$ cat src/rtl/conv_dot_engine.sv
// TAPS-long dot-product engine: serial word loading, one MAC per cycle,
// byte-serial full-precision result under a valid/ready handshake.
module conv_dot_engine #(
  parameter int DATA_W = 8,
  parameter int TAPS   = 4
) (
  input  logic              clk,
  input  logic              rst_n,
  input  logic [DATA_W-1:0] din,
  input  logic              din_valid,
  input  logic              din_sel,
  input  logic              signed_mode,
  input  logic              start,
  output logic              busy,
  output logic [7:0]        dout,
  output logic              dout_valid,
  output logic              dout_last,
  input  logic              dout_ready
);
  localparam int ACC_W     = 2*DATA_W + $clog2(TAPS);
  localparam int OUT_BYTES = (ACC_W + 7) / 8;
  localparam int RES_W     = 8*OUT_BYTES;
  localparam int PROD_W    = 2*DATA_W;
  localparam int TC_W      = $clog2(TAPS);
  localparam int BC_W      = (OUT_BYTES > 1) ? $clog2(OUT_BYTES) : 1;

  typedef enum logic [1:0] {IDLE, COMPUTE, OUTPUT} state_t;

  state_t            state, state_nx;
  logic [DATA_W-1:0] in_reg [TAPS];
  logic [DATA_W-1:0] w_reg  [TAPS];
  logic [ACC_W-1:0]  acc;
  logic [TC_W-1:0]   tap_cnt;
  logic [BC_W-1:0]   byte_cnt;
  logic              mode;

  logic [DATA_W-1:0] op_a, op_b;
  logic [PROD_W-1:0] a_ext, b_ext, prod;
  logic [ACC_W-1:0]  prod_ext;
  logic [RES_W-1:0]  res;
  logic              last_tap, last_byte;

  // Operands are widened per mode first, so one unsigned multiply yields the
  // correct 2*DATA_W-bit product for both signed and unsigned jobs.
  always_comb begin
    op_a = in_reg[tap_cnt];
    op_b = w_reg[tap_cnt];
    if (mode) begin
      a_ext = {{DATA_W{op_a[DATA_W-1]}}, op_a};
      b_ext = {{DATA_W{op_b[DATA_W-1]}}, op_b};
    end else begin
      a_ext = {{DATA_W{1'b0}}, op_a};
      b_ext = {{DATA_W{1'b0}}, op_b};
    end
    prod = a_ext * b_ext;
    if (mode) begin
      prod_ext = ACC_W'($signed(prod));
      res      = RES_W'($signed(acc));
    end else begin
      prod_ext = ACC_W'(prod);
      res      = RES_W'(acc);
    end
    last_tap  = (tap_cnt == TC_W'(TAPS-1));
    last_byte = (byte_cnt == BC_W'(OUT_BYTES-1));
  end

  always_ff @(posedge clk or negedge rst_n) begin
    if (!rst_n) state <= IDLE;
    else        state <= state_nx;
  end

  always_comb begin
    state_nx   = state;
    busy       = 1'b0;
    dout_valid = 1'b0;
    dout_last  = 1'b0;
    dout       = '0;
    case (state)
      IDLE: begin
        if (start) state_nx = COMPUTE;
      end
      COMPUTE: begin
        busy = 1'b1;
        if (last_tap) state_nx = OUTPUT;
      end
      OUTPUT: begin
        busy       = 1'b1;
        dout_valid = 1'b1;
        dout       = res[8*byte_cnt +: 8];
        dout_last  = last_byte;
        if (dout_ready && last_byte) state_nx = IDLE;
      end
      default: state_nx = IDLE;
    endcase
  end

  always_ff @(posedge clk or negedge rst_n) begin
    if (!rst_n) begin
      for (int unsigned k = 0; k < TAPS; k++) begin
        in_reg[k] <= '0;
        w_reg[k]  <= '0;
      end
      acc      <= '0;
      tap_cnt  <= '0;
      byte_cnt <= '0;
      mode     <= 1'b0;
    end else begin
      case (state)
        IDLE: begin
          if (din_valid) begin
            for (int unsigned k = 0; k < TAPS-1; k++) begin
              if (din_sel) w_reg[k]  <= w_reg[k+1];
              else         in_reg[k] <= in_reg[k+1];
            end
            if (din_sel) w_reg[TAPS-1]  <= din;
            else         in_reg[TAPS-1] <= din;
          end
          if (start) begin
            acc     <= '0;
            tap_cnt <= '0;
            mode    <= signed_mode;
          end
        end
        COMPUTE: begin
          acc     <= acc + prod_ext;
          tap_cnt <= tap_cnt + 1'b1;
          if (last_tap) byte_cnt <= '0;
        end
        OUTPUT: begin
          if (dout_ready) byte_cnt <= last_byte ? '0 : byte_cnt + 1'b1;
        end
        default: ;
      endcase
    end
  end
endmodule
$ cat config.mk
export PLATFORM = sky130hd
export DESIGN_NAME = conv_dot_engine
export DESIGN_NICKNAME = d
export VERILOG_FILES = /design/src/rtl/conv_dot_engine.sv
export SDC_FILE = /design/constraint.sdc
export NUM_CORES = 1
export LEC_CHECK = 0
export ABC_AREA = 1
export CAP_MARGIN = 20
export CORE_ASPECT_RATIO = 0.6
export CORE_MARGIN = 1
export CORE_UTILIZATION = 60
export DETAILED_ROUTE_END_ITERATION = 16
export PLACE_DENSITY_LB_ADDON = 0.12
export SLEW_MARGIN = 20
export SYNTH_ARGS = -nofsm -noshare
export SYNTH_HDL_FRONTEND = slang
export SYNTH_SLANG_ARGS = --single-unit
$ cat constraint.sdc
create_clock -name clk -period 9.08 [get_ports clk]
set_input_delay 1.816 -clock clk [delete_from_list [all_inputs] [get_ports clk]]
set_output_delay 1.816 -clock clk [all_outputs]
set_load 0.05 [all_outputs]
* Yosys cells after proc, flatten, opt, wreduce, memory -nomap -nowiden *
Index checks and enable logic that the tools add are counted.

cells by class
  add/sub/neg operators = 3
  multiply operators = 1
  magnitude comparators = 1
  eq/ne operators = 8
  shifts and indexed selects = 1
  multiplexer cells = 26
  bitwise logic cells = 2
  reduce and logical (&&, ||, !) cells = 11

operators by type and width
  kind                 count
  $mux 8               5
  $mux 18              2
  $pmux 18 s2          1
  $bmux 8 s2           2
  $mux 16              2
  $mux 24              1
  $shiftx 24x6->8      1
  $add 18x18->18       1
  $mul 16x16->16       1
  $mux 2               7
  $reduce_and 3->1     4
  $ne 2x2->1 const B   4
  $pmux 2 s2           2
  $eq 2x2->1 const B   3
  $pmux 2 s3           1
  $add 2x1->2 const B  2
  $reduce_and 2->1     2
  $reduce_bool 2->1    2
  $ge 3x3->1 const B   1
  $mux 1               3
  $not 2->3            1
  $eq 2x1->1 const B   1
  $logic_not 2->1      1
  $reduce_or 2->1      1
  2 further kinds      2

storage, ports and cells
  register bits after elaboration = 89
  input port bits = 15
  output and inout bits = 11
  logic and storage cells = 66

* Depth between registers and ports, before layout *
Gate-level depths: netlist of run 1.

  word-level depth = 9
  depth in mapped cells = 41

* Worst setup path before layout of run 1 *
Ideal clock, no wire load.

  path type = flip-flop to flip-flop
  start point = register tap_cnt[0]
  end point = register acc[17]
  library setup time = 117 ps
  data arrival time = 7135 ps
  data required time = 8963 ps
  path slack = 1827 ps
  stages on the path, launching flop included = 36
  period minus slack after synthesis = 7253 ps
  cells stage by stage = dfrtp_1 -> inv_2 -> buf_6 -> clkbuf_1 -> nand2_1 -> a32oi_1 -> inv_1 -> nor2_1 -> fa_1 -> inv_1 -> fa_1 -> inv_1 -> fa_1 -> fa_1 -> fa_1 -> inv_1 -> fa_1 -> inv_1 -> ha_1 -> nand4_1 -> inv_1 -> nand2_1 -> o211ai_1 -> a31oi_1 -> inv_1 -> nand3_1 -> nand2_1 -> ha_1 -> inv_1 -> nor4_1 -> nand4_1 -> or2_2 -> o311ai_0 -> nand3_1 -> nand3_1 -> nand2_1

on the way
  word-level cells in the longest chain between the ends = 9
  elaborated cells between the ends (all ways) = 13
  those cells by class = add/sub (1); mul (1); mux (10); bitwise (1)

RTL lines
  item                                    line    source
  from (decl)                             33      logic [TC_W-1:0] tap_cnt;
  from (signal assigned)                  126     tap_cnt <= tap_cnt + 1'b1;
  $not 2->3 (not written as such) *       46, 47
  $bmux 8 s2 (on tied branches)           46, 47
  $mux 8 (on tied branches) (2 in a row)  46, 47
  $mux 16                                 48      if (mode) begin
  $mul 16x16->16 *                        55      prod = a_ext * b_ext;
  $mux 18 *                               56      if (mode) begin
  $add 18x18->18 *                        125     acc <= acc + prod_ext;
  $pmux 18 s2 *                           108     case (state)
  to (signal assigned)                    125
  to (decl)                               32      logic [ACC_W-1:0] acc;

Every way passes the cells marked *; elsewhere a longest branch is shown, timed or not. The select of a mux whose other input is x is not followed.
A chain may end at the register's enable or synchronous reset.

* Final worst setup path of run 1 *
  start point = register tap_cnt[1]
  end point = register acc[17]

The elaborated chain is that of the path after synthesis.

==> flow_summary.toml, run 1 <==
[outcome]
status = "finished, final reports clean"

[critical_path]
critPathArrivalTime_ps = 8610
r2r_end = "acc[17]"
cp_slowest_stage_delay_ps = 600
crit_required_ps = 9330
ff2ff_setup_slack_ps = 720
r2r_start = "tap_cnt[1]"
crit_fanout = 13
cp-start-kind = "register"
worstSetupPathType = "register to register"
slowest_stage = "dfrtp_2"
worst_setup_path_end_kind = "register"
cp_common_cell = "inv_1"
reg2reg_depth = 34

[timing]
fin_crit_ps = 8355
rsz0062_at_grt = "false"
relSlewSlack = 0.4885
fin_skew_ps = 11.91
slew_violations = 0
setup_viol = 0
tightest_slew_ps = 767.3
fin_tns_setup_ps = 0
period_share = 0.9202
max_freq_mhz = 119.7
finalHoldViolations = 0

[route]
wl_met2_mm = 8.363
routed-wl-met3_mm = 2.042
ant_nets = 0
dr.pass1.iters = 5
wl_mm = 21.13
route.detailed.drc = 0
wl_met1_mm = 10.50
highest_layer = "met4"
drtIter0Drc = 638
wire_per_inst_um = 16.11
detail_route.vias_per_cell = 5.433
vias = 7128

[hold_path]
hold_depth = 2
hp-start = "w_reg[26]"
holdPathEnd = "w_reg[26]"
hold_class = "register to register"

[floorplan]
die_w_um = 157.5
pin_count = 26
initial_core_util = 0.6258
die_h_um = 95.31
die_area_um2 = 15010
num_rows = 33
core_area_um2 = 13910

[final_layout]
layout.nets = 1275
nFillCells = 1193
diodes = 0
final_cell_area_um2 = 9444
utilization = 0.6787
multi_input_area_um2 = 5451
ff_latch_area_um2 = 2228
drive_gt1_frac = 0.08393
synthToLayoutAreaGrowth_pct = 8.464

[synth]
syn_area_per_cell_um2 = 7.952
async_reset_ff_frac = 1.000
syn_inst = 1095
synthTopCellsByArea = "dfrtp_1 26%, fa_1 16%, ha_1 11%"
yosysWarnings = 0
yosys.cell_types.count = 47
synth_top_area_frac = 0.2558
synth-seq-cells = 89
syn_area_um2 = 8707
synth_nets = 1255
ys_seq_area_frac = 0.2558
synth_top_area_cell = "dfrtp_1"
synth_edf_count = 0
synth_flop_cell = "dfrtp_1"

[global_route]
grt_max_degree = 61
grt_pass1_vias = 7005
antenna_found_initial = 0
overflow = 0
grtUsageTotal = 0.3122
grt_pass1_wl_mm = 35.42

[placement]
place.port_buffers = 25
routabilityCongestion = 0.9778
place.detailed.hpwl_mm = 16.51
place_area_um2 = 9120

[clock_tree]
numCtsBuffers = 9
root_buffer = "clkbuf_16"
clk_path_buf_depth = 2
insertion_delay_ps = 360
cts_sinks = 89
cts_setup_buffers = 0
path_clk_slew_ps = 80
cts-htree-levels = 3
cts_tree = "yes"

[job]
max-cap-violations = 0
==> cell usage in the layout, fill, tap and decap left out, drive strengths merged, types with 2 or more instances in the layout <==
| master | synthesis | final |
|---|---|---|
| nand4 | 2 | 2 |
| nor3 | 4 | 4 |
| xnor2 | 10 | 10 |
| o21ai | 72 | 72 |
| nand3 | 58 | 58 |
| nor2 | 118 | 118 |
| ha | 76 | 76 |
| nand2 | 192 | 192 |
| o21bai | 4 | 4 |
| o211ai | 4 | 4 |
| mux2 | 15 | 15 |
| a32oi | 4 | 4 |
| buf | 8 | 8 |
| fa | 69 | 69 |
| or2 | 4 | 4 |
| dfrtp | 89 | 89 |
| a21oi | 62 | 62 |
| a221oi | 6 | 6 |
| inv | 240 | 242 |
| a211oi | 2 | 2 |
| clkinv | 0 | 4 |
| clkinvlp | 0 | 2 |
| xor2 | 13 | 13 |
| clkdlybuf4s50 | 0 | 24 |
| o22ai | 13 | 13 |
| a31oi | 3 | 3 |
| o31ai | 2 | 2 |
| nand3b | 2 | 2 |
| clkbuf | 16 | 9 |
==> worst max-delay path, delay by kind of cell (launching register included) <==
| family | cells | cell delay (ps) |
|---|---|---|
| DFF | 1 | 600 |
| buffers and inverters | 11 | 1270 |
| and+or+nand+nor | 11 | 1950 |
| adders and majority gates | 8 | 3500 |
| AOI/OAI and AO/OA | 4 | 910 |
==> cells by family after synthesis <==
family,count (synthesis),share of synthesized area
simple gates,382,0.1999
buf+inv,264,0.1187
compound gates,177,0.1144
fa+ha+maj,145,0.2679
flops,89,0.2558
xor+xnor,23,0.02400
mux,15,0.01940
==> area by class of cell <==
class / instances / share of cell area
tap: 192 / 0.02544
multi-input combinational: 742 / 0.5772
clock buffer: 9 / 0.02385
clock inverter: 7 / 0.009141
timing repair buffer: 32 / 0.03180
inverter: 240 / 0.09579
sequential: 89 / 0.2360
timing repair inverter: 1 / 0.0007949
==> per-stage QoR <==
stage | worst slack (ps) | std cells | hold WS, ps
after detailed placement | 646.8 | 1295 | 476.0
after global routing | 179.8 | 1312 | 523.7
after global placement | 856.2 | 1295 | 471.0
final | 724.7 | 1312 | 492.2
after floorplan | 1827 | 1095 | 453.0
after CTS | 609.6 | 1311 | 496.9
==> synth_stat cells (3+ instances only) <==
cell type	count
a21oi_1	61
a221oi_1	6
a31oi_1	3
a32oi_1	4
buf_4	4
buf_6	3
clkbuf_1	15
dfrtp_1	89
fa_1	69
ha_1	76
inv_1	233
inv_2	7
mux2_2	15
nand2_1	174
nand2_2	11
nand2_4	7
nand3_1	46
nand3_2	11
nor2_1	110
nor2_2	3
nor2_4	4
nor3_1	4
o211ai_1	4
o21ai_0	71
o21bai_1	4
o22ai_1	13
or2_2	4
xnor2_1	10
xor2_1	12
==> what timing repair did <==
| action | 4_1_cts | 5_1_grt |
|---|---|---|
| setup endpoints to repair | 0 | 1 |
| hold buffers | 0 | 0 |
| gates resized for setup | 0 | 3 |
==> metal layers <==
layer,GRT usage,vias up
li1,-,3480
met1,0.4714,3353
met2,0.4465,272
met3,0.08136,23
met4,0.06634,0
met5,0,-
==> how the worst max path moves through the flow <==
| stage | start | to | slack (ps) | cells after the start |
|---|---|---|---|---|
| after floorplan | tap_cnt[0] | acc[17] | 1830 | 35 |
| after global placement | tap_cnt[1] | acc[17] | 860 | 33 |
| after detailed placement | tap_cnt[1] | acc[17] | 650 | 33 |
| after CTS | tap_cnt[1] | acc[17] | 610 | 33 |
| after global routing | tap_cnt[1] | acc[17] | 180 | 33 |
| final | tap_cnt[1] | acc[17] | 720 | 34 |
Power of run 1 is left out: the tool's default activity adds up to more than one toggle a clock period on the data nets, which glitch-free logic cannot reach.
==> inputs of run 2 (changes only) <==
--- a/config.mk
+++ b/config.mk
@@ -7,9 +7,11 @@
 export LEC_CHECK = 0
 export ABC_AREA = 1
 export CAP_MARGIN = 20
+export CELL_PAD_IN_SITES_DETAIL_PLACEMENT = 0
+export CELL_PAD_IN_SITES_GLOBAL_PLACEMENT = 1
 export CORE_ASPECT_RATIO = 0.6
 export CORE_MARGIN = 1
-export CORE_UTILIZATION = 60
+export CORE_UTILIZATION = 48
 export DETAILED_ROUTE_END_ITERATION = 16
 export PLACE_DENSITY_LB_ADDON = 0.12
 export SLEW_MARGIN = 20
==> constraint.sdc (replaced) <==
create_clock -name clk -period 8.65 [get_ports clk]
set_input_delay 1.73 -clock clk [delete_from_list [all_inputs] [get_ports clk]]
set_output_delay 1.73 -clock clk [all_outputs]
set_load 0.05 [all_outputs]
==> flow_summary.toml, run 2 (same netlist as run 1, synthesis figures left out) <==
[global_route]
grt_max_degree = 57
grt_pass1_vias = 6824
overflow = 0
grtUsageTotal = 0.2601
antenna_found_initial = 1
grt_pass1_wl_mm = 37.17

[critical_path]
crit_fanout = 15
path_delay_family = "adder cells"
worstSetupPathType = "register to register"
cp-start-kind = "register"
worst_setup_path_end_kind = "register"
cp.buffers_inverters = 11
ff2ff_setup_slack_ps = 480
crit_required_ps = 8900
critPathArrivalTime_ps = 8420
cp_common_cell = "inv_1"
cp_slowest_stage_delay_ps = 530
reg2reg_depth = 35
slowest_stage = "fa_1"
path_depth = 35

[floorplan]
die_area_um2 = 18700
initial_core_util = 0.4989
die_h_um = 106.3
pin_count = 26
num_rows = 37
die_w_um = 175.9
core_area_um2 = 17450

[timing]
setup_viol = 0
rsz0062_at_grt = "false"
fin_crit_ps = 8172
max_freq_mhz = 122.4
tightest_slew_ps = 1042
fin_skew_ps = 14.20
relSlewSlack = 0.3051
finalHoldViolations = 0
hold_slack_ps = 485.1
slew_violations = 0
fin_tns_setup_ps = 0
period_share = 0.9447

[placement]
routabilityCongestion = 0.8833
place_area_um2 = 9184
place.detailed.hpwl_mm = 17.73
place.port_buffers = 25

[final_layout]
final_cell_area_um2 = 9517
drive_gt1_frac = 0.08482
synthToLayoutAreaGrowth_pct = 9.297
nFillCells = 1674
layout.nets = 1275
layout_commonest_cell = "inv_1"
final_cell_mix = "233 x inv_1, 174 x nand2_1, 110 x nor2_1"
utilization = 0.5453

[job]
max-cap-violations = 0

[route]
drtIter0Drc = 735
dr.pass1.iters = 6
wire_per_inst_um = 16.38
detail_route.vias_per_cell = 5.192
route.detailed.drc = 0
vias = 7035
ant_nets = 0
wl_mm = 22.19

[clock_tree]
cts_tree = "yes"
cts_sinks = 89
cts_setup_buffers = 0
holdBufCountCts = 0
clk_path_buf_depth = 2
path_clk_slew_ps = 80
ctsResizeCount = 0
root_buffer = "clkbuf_16"
numCtsBuffers = 9
cts-htree-levels = 3
insertion_delay_ps = 350

[hold_path]
hold_class = "register to register"
hold_depth = 2

[outcome]
status = "finished, final reports clean"
-- run 2: stage by stage --
step / setup WS [ps] / std cells
after floorplan: 1397 / 1095
after global placement: 724.1 / 1338
after detailed placement: 457.0 / 1338
after CTS: 424.9 / 1354
after global routing: 20.35 / 1354
final: 478.2 / 1355
-- run 2: worst paths after layout --
kind,start,end
worst min-delay path,w_reg[31],w_reg[31]
worst min register to register,w_reg[31],w_reg[31]
worst max-delay path,tap_cnt[1],acc[17]
worst max register to register,tap_cnt[1],acc[17]
max in group asynchronous,rst_n,w_reg[27]
min in group asynchronous,rst_n,w_reg[1]
-- run 2: final cells by class --
class | instances | area, um2 | area share
multi-input combinational | 742 | 5470 | 0.5748
sequential | 89 | 2227 | 0.2340
tap | 234 | 292.8 | 0.03077
inverter | 240 | 903.4 | 0.09492
timing repair buffer | 33 | 307.8 | 0.03234
clock buffer | 10 | 239.0 | 0.02511
antenna | 1 | 2.502 | 0.0002630
clock inverter | 6 | 73.82 | 0.007757
-- run 2: worst register-to-register path, delay by kind of cell (launching register included) --
kind                       cells  cell delay [ps]
AOI/OAI and AO/OA              5              730
adders and majority gates      8             3670
buffers and inverters         11             1480
DFF                            1              360
and+or+nand+nor               11             1840
-- run 2: per-layer routing --
metal / routed length, um / global-route usage / vias to the layer above
met5: 0 / 0 / -
met4: 124 / 0.03665 / 0
met3: 1888 / 0.06867 / 17
met2: 8200 / 0.3433 / 200
met1: 11980 / 0.4195 / 3340
li1: - / - / 3478
Power of run 2 is left out for the same reason.
==> inputs of run 3 (changes only) <==
--- a/config.mk
+++ b/config.mk
@@ -6,13 +6,12 @@
 export NUM_CORES = 1
 export LEC_CHECK = 0
 export ABC_AREA = 1
-export CAP_MARGIN = 20
-export CELL_PAD_IN_SITES_DETAIL_PLACEMENT = 0
-export CELL_PAD_IN_SITES_GLOBAL_PLACEMENT = 1
+export CAP_MARGIN = 10
 export CORE_ASPECT_RATIO = 0.6
 export CORE_MARGIN = 1
-export CORE_UTILIZATION = 48
+export CORE_UTILIZATION = 60
 export DETAILED_ROUTE_END_ITERATION = 16
+export GPL_ROUTABILITY_DRIVEN = 0
 export PLACE_DENSITY_LB_ADDON = 0.12
 export SLEW_MARGIN = 20
 export SYNTH_ARGS = -nofsm -noshare
==> flow_summary.toml, run 3 (same netlist as run 1, synthesis figures left out) <==
[floorplan]
core_area_um2 = 13910
die_h_um = 95.31
die_area_um2 = 15010
initial_core_util = 0.6258
pin_count = 26
num_rows = 33
die_w_um = 157.5

[hold_path]
hold_class = "register to register"

[critical_path]
cp-start-kind = "register"
cp_common_cell = "inv_1"
critPathArrivalTime_ps = 8310
path_delay_family = "adder cells"
cp.buffers_inverters = 13
slowest_stage = "fa_1"
cp_slowest_stage_delay_ps = 540
crit_fanout = 13
crit_required_ps = 8900
worst_setup_path_end_kind = "register"
worstSetupPathType = "register to register"

[clock_tree]
cts_setup_buffers = 0
root_buffer = "clkbuf_16"
clk_path_buf_depth = 2
cts_sinks = 89
cts_tree = "yes"
insertion_delay_ps = 350
holdBufCountCts = 0
numCtsBuffers = 9
cts-htree-levels = 3
path_clk_slew_ps = 80

[outcome]
status = "finished, final reports clean"

[job]
max-cap-violations = 0

[timing]
fin_skew_ps = 11.56
rsz0062_at_grt = "false"
fin_crit_ps = 8062
slew_violations = 0
setup_viol = 0
fin_tns_setup_ps = 0
max_freq_mhz = 124.0
finalHoldViolations = 0
period_share = 0.9321
tightest_slew_ps = 774.1
hold_slack_ps = 487.4
relSlewSlack = 0.4839

[final_layout]
diodes = 0
layout_commonest_cell = "inv_1"
final_cell_area_um2 = 9467
final_cell_mix = "232 x inv_1, 174 x nand2_1, 110 x nor2_1"
drive_gt1_frac = 0.08385
layout.nets = 1276
synthToLayoutAreaGrowth_pct = 8.723

[global_route]
antenna_found_initial = 0
grt_pass1_vias = 6934
grt_pass1_wl_mm = 35.07
grtUsageTotal = 0.3080
overflow = 0
grt_max_degree = 64

[placement]
place.port_buffers = 25
place.detailed.hpwl_mm = 16.60
place_area_um2 = 9135

[route]
detail_route.vias_per_cell = 5.476
drtIter0Drc = 703
dr.pass1.iters = 6
wl_mm = 20.85
vias = 7190
ant_nets = 0
wire_per_inst_um = 15.88
route.detailed.drc = 0
-- run 3: cell count changes in the layout (fill, tap and decap cells not counted), sizes merged --
cell      previous run  this run
clkinv               0         3
diode                1         0
buf                  9        10
clkbuf              10         9
clkinvlp             2         1
inv                243       242
-- run 3: per-stage QoR --
step	std cells	util	setup slack (ps)
after detailed placement	1297	0.6565	599.9
after floorplan	1095	-	1397
after global placement	1297	0.6565	860.1
after CTS	1313	0.6795	556.2
final	1313	0.6803	587.5
after global routing	1313	0.6803	24.75
-- run 3: worst reg2reg max path, delay by kind of cell, from the launching register on --
kind,cells,cell delay [ps]
DFF,1,320
adders and majority gates,8,3510
buffers and inverters,13,1470
AOI/OAI and AO/OA,3,810
and+or+nand+nor,14,1860
-- run 3: layout make-up --
type                       instances  area, um2
clock buffer                       9      225.2
clock inverter                     7      95.09
fill                            1153       4448
inverter                         240      904.6
multi-input combinational        742       5459
sequential                        89       2227
tap                              192      240.2
timing repair buffer              34      315.3
-- run 3: path summary, 6_finish.rpt --
kind / startpoint / slack, ps / cells past startpoint / end
setup / recovery: tap_cnt[1] / 590 / 38 / acc[17]
hold / removal: in_reg[5] / 490 / 2 / in_reg[5]
setup reg to reg: tap_cnt[1] / 590 / 38 / acc[17]
hold reg to reg: in_reg[5] / 490 / 2 / in_reg[5]
max in group asynchronous: rst_n / 6250 / 2 / w_reg[12]
min in group asynchronous: rst_n / 1290 / 1 / w_reg[1]
-- run 3: per-layer routing --
metal	GRT usage	wire (um)
met5	0	0
met4	0.07201	258
met3	0.09591	2196
met2	0.4233	7955
met1	0.4664	10440
-- run 3: timing repair --
item                                   CTS  global route
setup endpoints to repair                0             1
gates resized for setup                  0             1
endpoints found under the hold margin    0             0
Power of run 3 is left out for the same reason.
